File: config.mk
export PLATFORM = sky130hd
export DESIGN_NAME = mrv_sram_arbiter_flat
export DESIGN_NICKNAME = d
export VERILOG_FILES = /design/src/rtl/mrv_sram_arbiter_if.sv /design/src/rtl/mrv_sram_arbiter.sv /design/src/flat_wrapper.sv
export SDC_FILE = /design/constraint.sdc
export NUM_CORES = 1
export LEC_CHECK = 0
export ABC_CLOCK_PERIOD_IN_PS = 3900
export BUFFER_PORTS_ARGS = -buffer_cell sky130_fd_sc_hd__buf_2
export CORE_AREA = 2 2 121 123
export CTS_BUF_LIST = sky130_fd_sc_hd__clkbuf_4 sky130_fd_sc_hd__clkbuf_8
export DETAILED_ROUTE_END_ITERATION = 7
export DIE_AREA = 0 0 123 125
export PLACE_DENSITY = 0.53
export SYNTH_ARGS = -nofsm -noshare
export SYNTH_HDL_FRONTEND = slang
export SYNTH_SLANG_ARGS = --single-unit
export TNS_END_PERCENT = 5
File: constraint.sdc
create_clock -name g_clk -period 3.9 [get_ports g_clk]
set_clock_uncertainty 0.05 [all_clocks]
set_input_delay 0.78 -clock g_clk [delete_from_list [all_inputs] [get_ports g_clk]]
set_output_delay 0.78 -clock g_clk [all_outputs]
set_load 0.03 [all_outputs]
File: src/rtl/mrv_sram_arbiter_if.sv
// Single-port SRAM-style bus: request (cen/wen/strb/addr/wdata) one way,
// stall plus next-cycle response (rdata/error) the other way.
interface mrv_sram_arbiter_if;
  logic        cen;
  logic        wen;
  logic [3:0]  strb;
  logic [31:0] addr;
  logic [31:0] wdata;
  logic        stall;
  logic [31:0] rdata;
  logic        error;

  // Requester side of the bus
  modport master (
    output cen, wen, strb, addr, wdata,
    input  stall, rdata, error
  );

  // Responder side of the bus
  modport slave (
    input  cen, wen, strb, addr, wdata,
    output stall, rdata, error
  );
endinterface

File: src/rtl/mrv_sram_arbiter.sv
// Merges the CPU instruction and data SRAM ports onto one shared SRAM.
// Round-robin or fixed-priority (dmem wins) arbitration, grant lock while the
// SRAM stalls a granted request, one-cycle response routing, and an address
// window check answered locally with an error response.
module mrv_sram_arbiter #(
  parameter bit          FAIR     = 1'b1,
  parameter logic [31:0] MEM_BASE = 32'h0000_0000,
  parameter logic [31:0] MEM_SIZE = 32'h0001_0000
) (
  input  logic               g_clk,
  input  logic               g_reset,
  mrv_sram_arbiter_if.slave  imem,
  mrv_sram_arbiter_if.slave  dmem,
  mrv_sram_arbiter_if.master s
);

  typedef enum logic {
    OWN_IMEM = 1'b0,
    OWN_DMEM = 1'b1
  } owner_e;

  // Legal window check done in 33 bits so MEM_BASE+MEM_SIZE may reach 2^32.
  function automatic logic in_range(input logic [31:0] addr);
    logic [32:0] a;
    logic [32:0] lo;
    logic [32:0] hi;
    a  = {1'b0, addr};
    lo = {1'b0, MEM_BASE};
    hi = lo + {1'b0, MEM_SIZE};
    return (a >= lo) && (a < hi);
  endfunction

  owner_e last_q;
  logic   lock_q;
  owner_e lock_own_q;
  logic   rsp_vld_q;
  owner_e rsp_own_q;
  logic   rsp_oor_q;

  logic        gnt_vld_s;
  owner_e      gnt_own_s;
  logic        sel_wen_s;
  logic [3:0]  sel_strb_s;
  logic [31:0] sel_addr_s;
  logic [31:0] sel_wdata_s;
  logic        gnt_inr_s;
  logic        accept_s;

  // Grant selection: a held lock wins, then a single requester, then the policy.
  always_comb begin
    gnt_vld_s = 1'b0;
    gnt_own_s = OWN_IMEM;
    if (lock_q) begin
      gnt_own_s = lock_own_q;
      gnt_vld_s = (lock_own_q == OWN_DMEM) ? dmem.cen : imem.cen;
    end else if (imem.cen && dmem.cen) begin
      gnt_vld_s = 1'b1;
      if (FAIR) begin
        gnt_own_s = (last_q == OWN_IMEM) ? OWN_DMEM : OWN_IMEM;
      end else begin
        gnt_own_s = OWN_DMEM;
      end
    end else if (dmem.cen) begin
      gnt_vld_s = 1'b1;
      gnt_own_s = OWN_DMEM;
    end else if (imem.cen) begin
      gnt_vld_s = 1'b1;
      gnt_own_s = OWN_IMEM;
    end else begin
      gnt_vld_s = 1'b0;
      gnt_own_s = OWN_IMEM;
    end
  end

  // Payload of the granted master, its range check and the accept condition.
  always_comb begin
    sel_wen_s   = 1'b0;
    sel_strb_s  = 4'b0000;
    sel_addr_s  = 32'h0000_0000;
    sel_wdata_s = 32'h0000_0000;
    if (gnt_own_s == OWN_DMEM) begin
      sel_wen_s   = dmem.wen;
      sel_strb_s  = dmem.strb;
      sel_addr_s  = dmem.addr;
      sel_wdata_s = dmem.wdata;
    end else begin
      sel_wen_s   = imem.wen;
      sel_strb_s  = imem.strb;
      sel_addr_s  = imem.addr;
      sel_wdata_s = imem.wdata;
    end
    gnt_inr_s = in_range(sel_addr_s);
    // Out-of-range requests are accepted locally regardless of s.stall.
    accept_s  = gnt_vld_s && (gnt_inr_s ? !s.stall : 1'b1);
  end

  // Shared SRAM request: forward only a granted in-range request outside reset.
  always_comb begin
    s.cen   = 1'b0;
    s.wen   = 1'b0;
    s.strb  = 4'b0000;
    s.addr  = 32'h0000_0000;
    s.wdata = 32'h0000_0000;
    if (!g_reset && gnt_vld_s && gnt_inr_s) begin
      s.cen   = 1'b1;
      s.wen   = sel_wen_s;
      s.strb  = sel_strb_s;
      s.addr  = sel_addr_s;
      s.wdata = sel_wdata_s;
    end else begin
      s.cen   = 1'b0;
    end
  end

  // Master stalls: idle masters never stall, losers always stall, the winner
  // sees the SRAM stall (or none when answered locally). Reset stalls both.
  always_comb begin
    imem.stall = 1'b1;
    dmem.stall = 1'b1;
    if (g_reset) begin
      imem.stall = 1'b1;
      dmem.stall = 1'b1;
    end else begin
      if (!imem.cen) begin
        imem.stall = 1'b0;
      end else if (gnt_vld_s && (gnt_own_s == OWN_IMEM)) begin
        imem.stall = gnt_inr_s ? s.stall : 1'b0;
      end else begin
        imem.stall = 1'b1;
      end
      if (!dmem.cen) begin
        dmem.stall = 1'b0;
      end else if (gnt_vld_s && (gnt_own_s == OWN_DMEM)) begin
        dmem.stall = gnt_inr_s ? s.stall : 1'b0;
      end else begin
        dmem.stall = 1'b1;
      end
    end
  end

  // Response routing to the owner of the access accepted last cycle.
  always_comb begin
    imem.rdata = 32'h0000_0000;
    imem.error = 1'b0;
    dmem.rdata = 32'h0000_0000;
    dmem.error = 1'b0;
    if (rsp_vld_q && (rsp_own_q == OWN_IMEM)) begin
      imem.rdata = rsp_oor_q ? 32'h0000_0000 : s.rdata;
      imem.error = rsp_oor_q | s.error;
    end else if (rsp_vld_q && (rsp_own_q == OWN_DMEM)) begin
      dmem.rdata = rsp_oor_q ? 32'h0000_0000 : s.rdata;
      dmem.error = rsp_oor_q | s.error;
    end else begin
      imem.rdata = 32'h0000_0000;
      dmem.rdata = 32'h0000_0000;
    end
  end

  // Arbitration history, grant lock and outstanding response tracking.
  always_ff @(posedge g_clk or posedge g_reset) begin
    if (g_reset) begin
      last_q     <= OWN_IMEM;
      lock_q     <= 1'b0;
      lock_own_q <= OWN_IMEM;
      rsp_vld_q  <= 1'b0;
      rsp_own_q  <= OWN_IMEM;
      rsp_oor_q  <= 1'b0;
    end else begin
      if (accept_s) begin
        last_q    <= gnt_own_s;
        rsp_vld_q <= 1'b1;
        rsp_own_q <= gnt_own_s;
        rsp_oor_q <= !gnt_inr_s;
        lock_q    <= 1'b0;
      end else begin
        rsp_vld_q <= 1'b0;
        if (gnt_vld_s && gnt_inr_s && s.stall) begin
          lock_q     <= 1'b1;
          lock_own_q <= gnt_own_s;
        end else begin
          lock_q     <= 1'b0;
        end
      end
    end
  end

endmodule

File: src/flat_wrapper.sv
// flat-port wrapper written by rule: the top's interface ports become plain ports
module mrv_sram_arbiter_flat 
#(
  parameter bit          FAIR     = 1'b1,
  parameter logic [31:0] MEM_BASE = 32'h0000_0000,
  parameter logic [31:0] MEM_SIZE = 32'h0001_0000
)
  (g_clk, g_reset, imem_cen, imem_wen, imem_strb, imem_addr, imem_wdata, imem_stall, imem_rdata, imem_error, dmem_cen, dmem_wen, dmem_strb, dmem_addr, dmem_wdata, dmem_stall, dmem_rdata, dmem_error, s_cen, s_wen, s_strb, s_addr, s_wdata, s_stall, s_rdata, s_error);
  mrv_sram_arbiter_if imem_i ();
  mrv_sram_arbiter_if dmem_i ();
  mrv_sram_arbiter_if s_i ();
  input  logic g_clk;
  input  logic g_reset;
  input wire logic [$bits(imem_i.cen)-1:0] imem_cen;
  input wire logic [$bits(imem_i.wen)-1:0] imem_wen;
  input wire logic [$bits(imem_i.strb)-1:0] imem_strb;
  input wire logic [$bits(imem_i.addr)-1:0] imem_addr;
  input wire logic [$bits(imem_i.wdata)-1:0] imem_wdata;
  output wire logic [$bits(imem_i.stall)-1:0] imem_stall;
  output wire logic [$bits(imem_i.rdata)-1:0] imem_rdata;
  output wire logic [$bits(imem_i.error)-1:0] imem_error;
  input wire logic [$bits(dmem_i.cen)-1:0] dmem_cen;
  input wire logic [$bits(dmem_i.wen)-1:0] dmem_wen;
  input wire logic [$bits(dmem_i.strb)-1:0] dmem_strb;
  input wire logic [$bits(dmem_i.addr)-1:0] dmem_addr;
  input wire logic [$bits(dmem_i.wdata)-1:0] dmem_wdata;
  output wire logic [$bits(dmem_i.stall)-1:0] dmem_stall;
  output wire logic [$bits(dmem_i.rdata)-1:0] dmem_rdata;
  output wire logic [$bits(dmem_i.error)-1:0] dmem_error;
  output wire logic [$bits(s_i.cen)-1:0] s_cen;
  output wire logic [$bits(s_i.wen)-1:0] s_wen;
  output wire logic [$bits(s_i.strb)-1:0] s_strb;
  output wire logic [$bits(s_i.addr)-1:0] s_addr;
  output wire logic [$bits(s_i.wdata)-1:0] s_wdata;
  input wire logic [$bits(s_i.stall)-1:0] s_stall;
  input wire logic [$bits(s_i.rdata)-1:0] s_rdata;
  input wire logic [$bits(s_i.error)-1:0] s_error;
  assign imem_i.cen = imem_cen;
  assign imem_i.wen = imem_wen;
  assign imem_i.strb = imem_strb;
  assign imem_i.addr = imem_addr;
  assign imem_i.wdata = imem_wdata;
  assign imem_stall = imem_i.stall;
  assign imem_rdata = imem_i.rdata;
  assign imem_error = imem_i.error;
  assign dmem_i.cen = dmem_cen;
  assign dmem_i.wen = dmem_wen;
  assign dmem_i.strb = dmem_strb;
  assign dmem_i.addr = dmem_addr;
  assign dmem_i.wdata = dmem_wdata;
  assign dmem_stall = dmem_i.stall;
  assign dmem_rdata = dmem_i.rdata;
  assign dmem_error = dmem_i.error;
  assign s_cen = s_i.cen;
  assign s_wen = s_i.wen;
  assign s_strb = s_i.strb;
  assign s_addr = s_i.addr;
  assign s_wdata = s_i.wdata;
  assign s_i.stall = s_stall;
  assign s_i.rdata = s_rdata;
  assign s_i.error = s_error;
  mrv_sram_arbiter #(.FAIR(FAIR), .MEM_BASE(MEM_BASE), .MEM_SIZE(MEM_SIZE)) u_core (.g_clk(g_clk), .g_reset(g_reset), .imem(imem_i), .dmem(dmem_i), .s(s_i));
endmodule
==> results.md, run 1 <==
| Stage | Parameter | Value |
|:---|:---|:---|
| synth | Count of different cell masters after synthesis | 31 |
| flow run | Number of max-cap violations | 0 |
| route | Number of optimization iterations in the first detailed-route pass | 4 |
| sta | Total negative setup slack | 0 ns |
| power | NetSw | 220 uW |
| cts | TritonCTS clock tree | yes |
| synth | Synthesized instance count | 362 |
| layout | Fraction of final layout cells with drive strength greater than 1 | 0.631 |
| route | Total routed wirelength | 10400 microns |
| die | Height of the die | 125 microns |
| synth | Post-synth design cell area | 0.00244 sq mm |
| sta | Max frequency | 300 MHz |
| cts | Total clock buffers created by CTS | 3 |
| synth | Simple-gate share of the synthesized area | 0.530 |
| power | Part of the power in the clock network | 0.229 |
| sta | Time the final worst path needs with I/O delays and setup | 3.34 ns |
| worst setup path | Data arrival time of the critical path | 2.51 ns |
| route | Antenna violation net count after detailed routing | 0 |
| power | Power Density | 115 mW/mm^2 |
| placement | Post-Place Cells | 815 |
| grt | Global routing usage summed across all routing layers | 0.122 |
| layout | Net count reported at finish | 812 |
| cts | Buffer type at the clock tree root | clkbuf_8 |
| grt | Vias in the first global route | 3187 |
| cts | CTS sink count | 5 |
| sta | Unrepaired setup endpoints after global routing | no |
| synth | Adder-cell area share of the yosys netlist | 0 |
| synth | Share of cell area taken by muxes after synthesis | 0.00873 |
| sta | Final setup fails | 0 |
| grt | Global-route wire length before repair | 15600 microns |
| cts | # Post-CTS Setup Buffers | 0 |
| synth | Combinational family with the most area after synthesis | simple AND/OR/NAND/NOR gates |
| worst hold path | HP Class | in -> async |
| cts | Deepest level of the CTS H-tree | 1 |
| route | DRC violation total after the first TritonRoute iteration | 136 |
| route | Routed length per placed instance | 12.7 microns |
| placement | Final Wtd Congestion | 0.795 |
| layout | Diodes inserted | 0 |
| worst setup path | WP data required | 3.07 ns |
| grt | Grt total ovfl | 0 |
| power | Total power after layout | 460 uW |
| sta | Final period util | 0.855 |
| synth | Post-Syn Area per Cell | 6.73 sq um |
| grt | Antenna violations before repair | 0 |
| power | Internal Dissipation | 240 uW |
| synth | Synthesis warning total | 0 |
| sta | Final Hold Viols | 0 |
| power | Leakage power of the design | 0.00192 uW |
| cts | Hold-fix buffers at CTS | 0 |
| synth | Flops & latches, synth | 5 |
| cts | Worst-path clk slew | 0.04 ns |
| power | Fraction of power consumed by combinational cells | 0.641 |
| worst setup path | Category of the critical setup timing path | in -> out |
| route | Post-route DRC | 0 |
| route | Number of vias in the routed layout | 3545 |
| route | DR vias/cell | 4.33 |
| status | Outcome | completed |
| power | Switching fraction of total power | 0.479 |
| grt | Pin count of the biggest net entering global routing | 58 |
| placement | Number of port buffers | 297 |
| layout | Final cell count without fillers | 819 |
| worst setup path | Crit. End Element | output port |
| sta | Slew Viols, Final | 0 |
| cts | Post-cts resize count | 0 |
| synth | Sequential fraction of the synthesis area | 0.0513 |
| die | Cell Rows | 44 |
| sta | Max-slew headroom at the worst pin | 0.216 |
| layout | Post-Route Utilization | 0.280 |
| layout | Relative area change from synthesis to final layout | 63.4% |
| cts | Worst-skew pair later-pin latency | 0.23 ns |
| die | Boundary pin count | 314 |
| worst setup path | Crit path launch type | input pin |
| cts | Buffer levels on the longest clock path | 2 |
| die | Horizontal die dimension | 123 microns |
| power | Register share of total power | 0.130 |
| placement | HPWL after detailed placement | 8200 microns |
| synth | Xor/xnor share of the synthesized area | 0 |
| power | Maximum ir drop on the vdd rail | 0.0772 mV |
| sta | Worst-Margin Slew | 1.17 ns |
| die | Area inside the core boundary | 0.0142 sq mm |
| die | Area enclosed by the die boundary | 0.0154 sq mm |
| die | Starting Density | 0.172 |
| worst setup path | Maximum fanout count along the critical path | 57 |
| synth | Compound-cell area share of the yosys netlist | 0.222 |
[stage by stage]
| stage | area, sq um | setup WS (ns) | hold slack (ns) |
|---|---|---|---|
| floorplan | 2490 | 0.846 | 0.501 |
| finish | 3980 | 0.564 | 0.472 |
| global placement | 3940 | 0.533 | 0.525 |
| detailed placement | 3940 | 0.535 | 0.526 |
| CTS | 3980 | 0.530 | 0.473 |
| global route | 3980 | 0.384 | 0.492 |
[worst max-delay path: stages]
cell and delay, ns:
buf_2 0.09, nor4_1 0.43, and4_2 0.34, buf_12 0.32, a211oi_1 0.16, o21ai_0 0.15
buf_2 0.22
[cells in the mapped netlist]
library cell	n	area, sq um
o22a_1	1	8.76
buf_2	8	40.0
o21ai_2	1	8.76
mux2_1	1	11.3
o21bai_1	1	7.51
o21ai_1	1	5.00
mux2i_1	1	10.0
conb_1	1	3.75
nand3_1	66	330
o21a_1	1	7.51
nor2_1	69	259
buf_6	7	78.8
a21o_1	2	15.0
nand2_1	7	26.3
a211oi_1	1	7.51
dfrtp_1	5	125
a211oi_2	1	12.5
nand2b_1	33	206
and4_1	1	8.76
buf_12	5	100
o21ai_0	2	10.0
and4_2	1	10.0
a41oi_1	1	8.76
clkbuf_1	11	41.3
buf_4	24	180
a21oi_1	16	80.1
inv_1	4	15.0
a21oi_2	41	359
a21bo_2	1	10.0
nor4_1	8	50.1
nand3_2	40	400
[per-layer routing]
metal	GRT usage	wire, microns
met1	0.154	4370
met2	0.217	5150
met3	0.0160	724
met4	0.0307	130
met5	0	0
[registers in the layout, indices dropped and copies added (netlist names)]
name               count
u_core.lock_own_q      1
u_core.lock_q          1
u_core.rsp_oor_q       1
u_core.rsp_own_q       1
u_core.rsp_vld_q       1
[cell usage in the layout (no fill, tap or decap)]
cell type and instances:
clkbuf_8 3, a211oi_1 1, a21o_1 2, nor4_1 8, a21oi_1 16, buf_2 297
buf_4 7, mux2i_1 1, nor2_1 69, a21oi_2 41, nand3_1 66, o21ai_0 2
mux2_1 1, o21a_2 1, o21bai_1 1, a21bo_2 1, o21ai_1 1, o21ai_4 1
dfrtp_1 5, a41oi_1 1, nand3_2 40, nand2_1 6, nand2b_1 33, and4_2 2
o22a_1 1, inv_1 4, nand2_2 1, clkbuf_4 1, conb_1 16, a211oi_2 1
buf_12 5
[cell type report]
cell class,instances,area (sq um)
repair buffers,309,1640
inverters,4,15.0
fillers,1610,10200
flip-flops and latches,5,125
multi-input cells,313,1930
clock buffers,4,48.8
well taps,184,230
[power by group through the flow]
stage	combinational (uW)	clock, uW	sequential, uW
finish	295	105	59.6
global route	320	111	60.5
CTS	298	109	59.6
detailed placement	297	0	60.2
global placement	297	0	60.4
floorplan	177	0	57.0
[logic make-up after synthesis]
| logic type | after synthesis |
|---|---|
| other | 1 |
| buffers and inverters | 59 |
| flip-flops | 5 |
| multiplexers | 2 |
| AND/OR/NAND/NOR | 225 |
| AO/OA/AOI/OAI | 70 |
[worst paths after layout]
kind / startpoint / end / slack, ns / cells after the start
hold reg to reg: u_core.rsp_own_q / u_core.rsp_own_q / 0.53 / 2
setup / recovery: imem_addr[20] / imem_stall / 0.56 / 7
min in group g_clk: u_core.rsp_own_q / u_core.rsp_own_q / 0.53 / 2
max in group asynchronous: g_reset / u_core.lock_q / 3.20 / 3
setup reg to reg: u_core.lock_q / u_core.rsp_vld_q / 2.20 / 5
hold / removal: g_reset / u_core.rsp_own_q / 0.47 / 3
Note: power is estimated with default switching activity, not from simulation.
==> run 2, diff against run 1 <==
Settings changed: BUFFER_PORTS_ARGS -buffer_cell sky130_fd_sc_hd__buf_2 to -buffer_cell sky130_fd_sc_hd__clkbuf_2.
==> run 2 against run 1 <==
Effect of this change:
- die area unchanged
- critical path depth did not move
- sequential share of layout area hardly changed
- routed wire length shrank 0.87%
- flip-flop and latch count is the same
- setup slack lost 0.020 ns
- combinational power is 3% higher
- final cell count grew 0.49%
- sequential power barely moved
- fmax decreased by 0.60%
- highest routed layer unchanged
==> results.md, run 2 (synthesized netlist as in run 1, its figures left out) <==
| Stage | Parameter | Value |
|:---|:---|:---|
| sta | Unrepaired setup endpoints after global routing | no |
| power | Leakage power of the design | 0.00187 uW |
| die | Area enclosed by the die boundary | 0.0154 sq mm |
| die | Cell Rows | 44 |
| grt | Global-route wire length before repair | 15400 microns |
| sta | Final period util | 0.861 |
| route | DR vias/cell | 4.25 |
| layout | Fraction of final layout cells with drive strength greater than 1 | 0.634 |
| cts | # Post-CTS Setup Buffers | 0 |
| route | Post-route DRC | 0 |
| cts | CTS sink count | 5 |
| cts | Hold-fix buffers at CTS | 0 |
| power | Power Density | 116 mW/mm^2 |
| worst setup path | Master of the slowest instance on the critical path | nor4_1 |
| flow run | Number of max-cap violations | 0 |
| route | Number of vias in the routed layout | 3500 |
| route | Routed length per placed instance | 12.5 microns |
| worst setup path | Worst R2R Path Depth | 5 |
| power | Total power after layout | 465 uW |
| worst setup path | Reg2reg start | u_core.lock_q |
| route | Antenna violation net count after detailed routing | 0 |
| worst setup path | Worst-case register-to-register setup slack | 1.97 ns |
| cts | Buffer type at the clock tree root | clkbuf_8 |
| die | Starting Density | 0.172 |
| sta | Max frequency | 298 MHz |
| worst setup path | Data arrival time of the critical path | 2.53 ns |
| grt | Global routing usage summed across all routing layers | 0.121 |
| worst setup path | WP data required | 3.07 ns |
| layout | Final instance area | 0.00401 sq mm |
| sta | Max-slew headroom at the worst pin | 0.403 |
| grt | Pin count of the biggest net entering global routing | 58 |
| sta | Setup slack of the critical path after layout | 0.544 ns |
| cts | TritonCTS clock tree | yes |
| route | Total routed wirelength | 10300 microns |
| sta | Final Hold Viols | 0 |
| layout | Most common cell after layout, fill and taps aside | clkbuf_2 |
| cts | Buffer levels on the longest clock path | 2 |
| die | Boundary pin count | 314 |
| worst setup path | Crit. End Element | output port |
| layout | Multi-input combinational cell area | 0.00193 sq mm |
| worst setup path | Top cell family by delay on the critical path | simple AND/OR/NAND/NOR gates |
| cts | Total clock buffers created by CTS | 3 |
| route | Number of optimization iterations in the first detailed-route pass | 4 |
| die | Area inside the core boundary | 0.0142 sq mm |
| worst setup path | CP most frequent cell | clkbuf_2 |
| power | Maximum ir drop on the vdd rail | 0.0910 mV |
| grt | Antenna violations before repair | 0 |
| placement | Placed inst area | 0.00397 sq mm |
| placement | Number of port buffers | 297 |
| die | Horizontal die dimension | 123 microns |
| layout | Net count reported at finish | 816 |
| status | Outcome | completed |
| sta | Time the final worst path needs with I/O delays and setup | 3.36 ns |
| placement | Final Wtd Congestion | 0.777 |
| layout | Layout filler cell count | 1609 |
| sta | Final setup fails | 0 |
| cts | Post-cts resize count | 0 |
| sta | Total negative setup slack | 0 ns |
| route | Met3 WL post-DR | 726 microns |
| layout | Post-Route Utilization | 0.283 |
| worst setup path | Ordered list of cells on the worst path | clkbuf_2 > nor4_1 > and4_2 > buf_12 > a211oi_1 > o21ai_0 > clkbuf_2 |
| sta | Worst-Margin Slew | 0.894 ns |
| worst setup path | Delay contributed by the slowest stage of the critical path | 0.38 ns |
| grt | Grt total ovfl | 0 |
| route | Met1 routed wirelength after detailed routing | 4340 microns |
| route | Uppermost signal routing layer after detailed routing | met4 |
| grt | Vias in the first global route | 3114 |
| worst setup path | Destination of the worst register-to-register timing path | u_core.rsp_vld_q |
| placement | DP Worst Slack | 0.496 ns |
| sta | Slew Viols, Final | 0 |
| placement | HPWL after detailed placement | 8220 microns |
| layout | Diodes inserted | 0 |
| worst setup path | Category of the critical setup timing path | in -> out |
| layout | Leading cell types in the layout, fill and taps excluded | 297 x clkbuf_2, 69 x nor2_1, 66 x nand3_1 |
| cts | Worst-skew pair later-pin latency | 0.22 ns |
| cts | Worst-path clk slew | 0.03 ns |
| worst hold path | HP Class | in -> async |
| layout | FF+latch area | 125 sq um |
| cts | Deepest level of the CTS H-tree | 1 |
| die | Height of the die | 125 microns |
| layout | Relative area change from synthesis to final layout | 64.7% |
| worst setup path | Crit path buffers/inverters | 3 |
| worst setup path | Crit path launch type | input pin |
| route | DRC violation total after the first TritonRoute iteration | 131 |
| route | Met2 layer wire length in the routed design | 5170 microns |
| worst setup path | Maximum fanout count along the critical path | 57 |
[run 2: cell count changes in the layout (fill, tap and decap cells not counted), sizes merged]
cell	previous run	this run
clkbuf	4	301
buf	309	16
[run 2: area by class of cell]
class	count	area share
multi-input combinational	313	0.480
timing repair buffer	313	0.416
tap	184	0.0574
sequential	5	0.0312
clock buffer	4	0.0122
inverter	4	0.00374
[run 2: report_power, final]
part	internal [uW]	switching, uW	leakage [uW]
combinational	114	190	0.00179
clock	77.0	24.2	0.0000262
sequential	54.5	5.14	0.0000552
[run 2: worst reg2reg max path: cells and delay by family (launching register included)]
kind            cells  cell delay, ns
compound gates      2            0.56
mux                 1            0.35
simple gates        1            0.16
buf+inv             1            0.27
flops               1            0.45
[run 2: routing by layer]
metal / vias up / global-route usage
met5: - / 0
met4: 0 / 0.0254
met3: 4 / 0.0128
met2: 163 / 0.214
met1: 1559 / 0.157
li1: 1774 / -
[run 2: how the worst max path moves through the flow]
| stage | slack (ns) | depth (start not counted) | endpoint | startpoint |
|---|---|---|---|---|
| after floorplan | 0.85 | 5 | imem_stall | imem_addr[27] |
| after global placement | 0.49 | 7 | imem_stall | imem_addr[20] |
| after detailed placement | 0.50 | 7 | imem_stall | imem_addr[20] |
| after CTS | 0.49 | 7 | imem_stall | imem_addr[20] |
| after global routing | 0.44 | 7 | imem_stall | imem_addr[20] |
| final | 0.54 | 7 | imem_stall | imem_addr[20] |
[run 2: metrics by stage]
stage               cells  hold slack [ns]
floorplan             377            0.501
global placement      819            0.527
detailed placement    819            0.525
CTS                   823            0.507
global route          823            0.532
finish                823            0.512
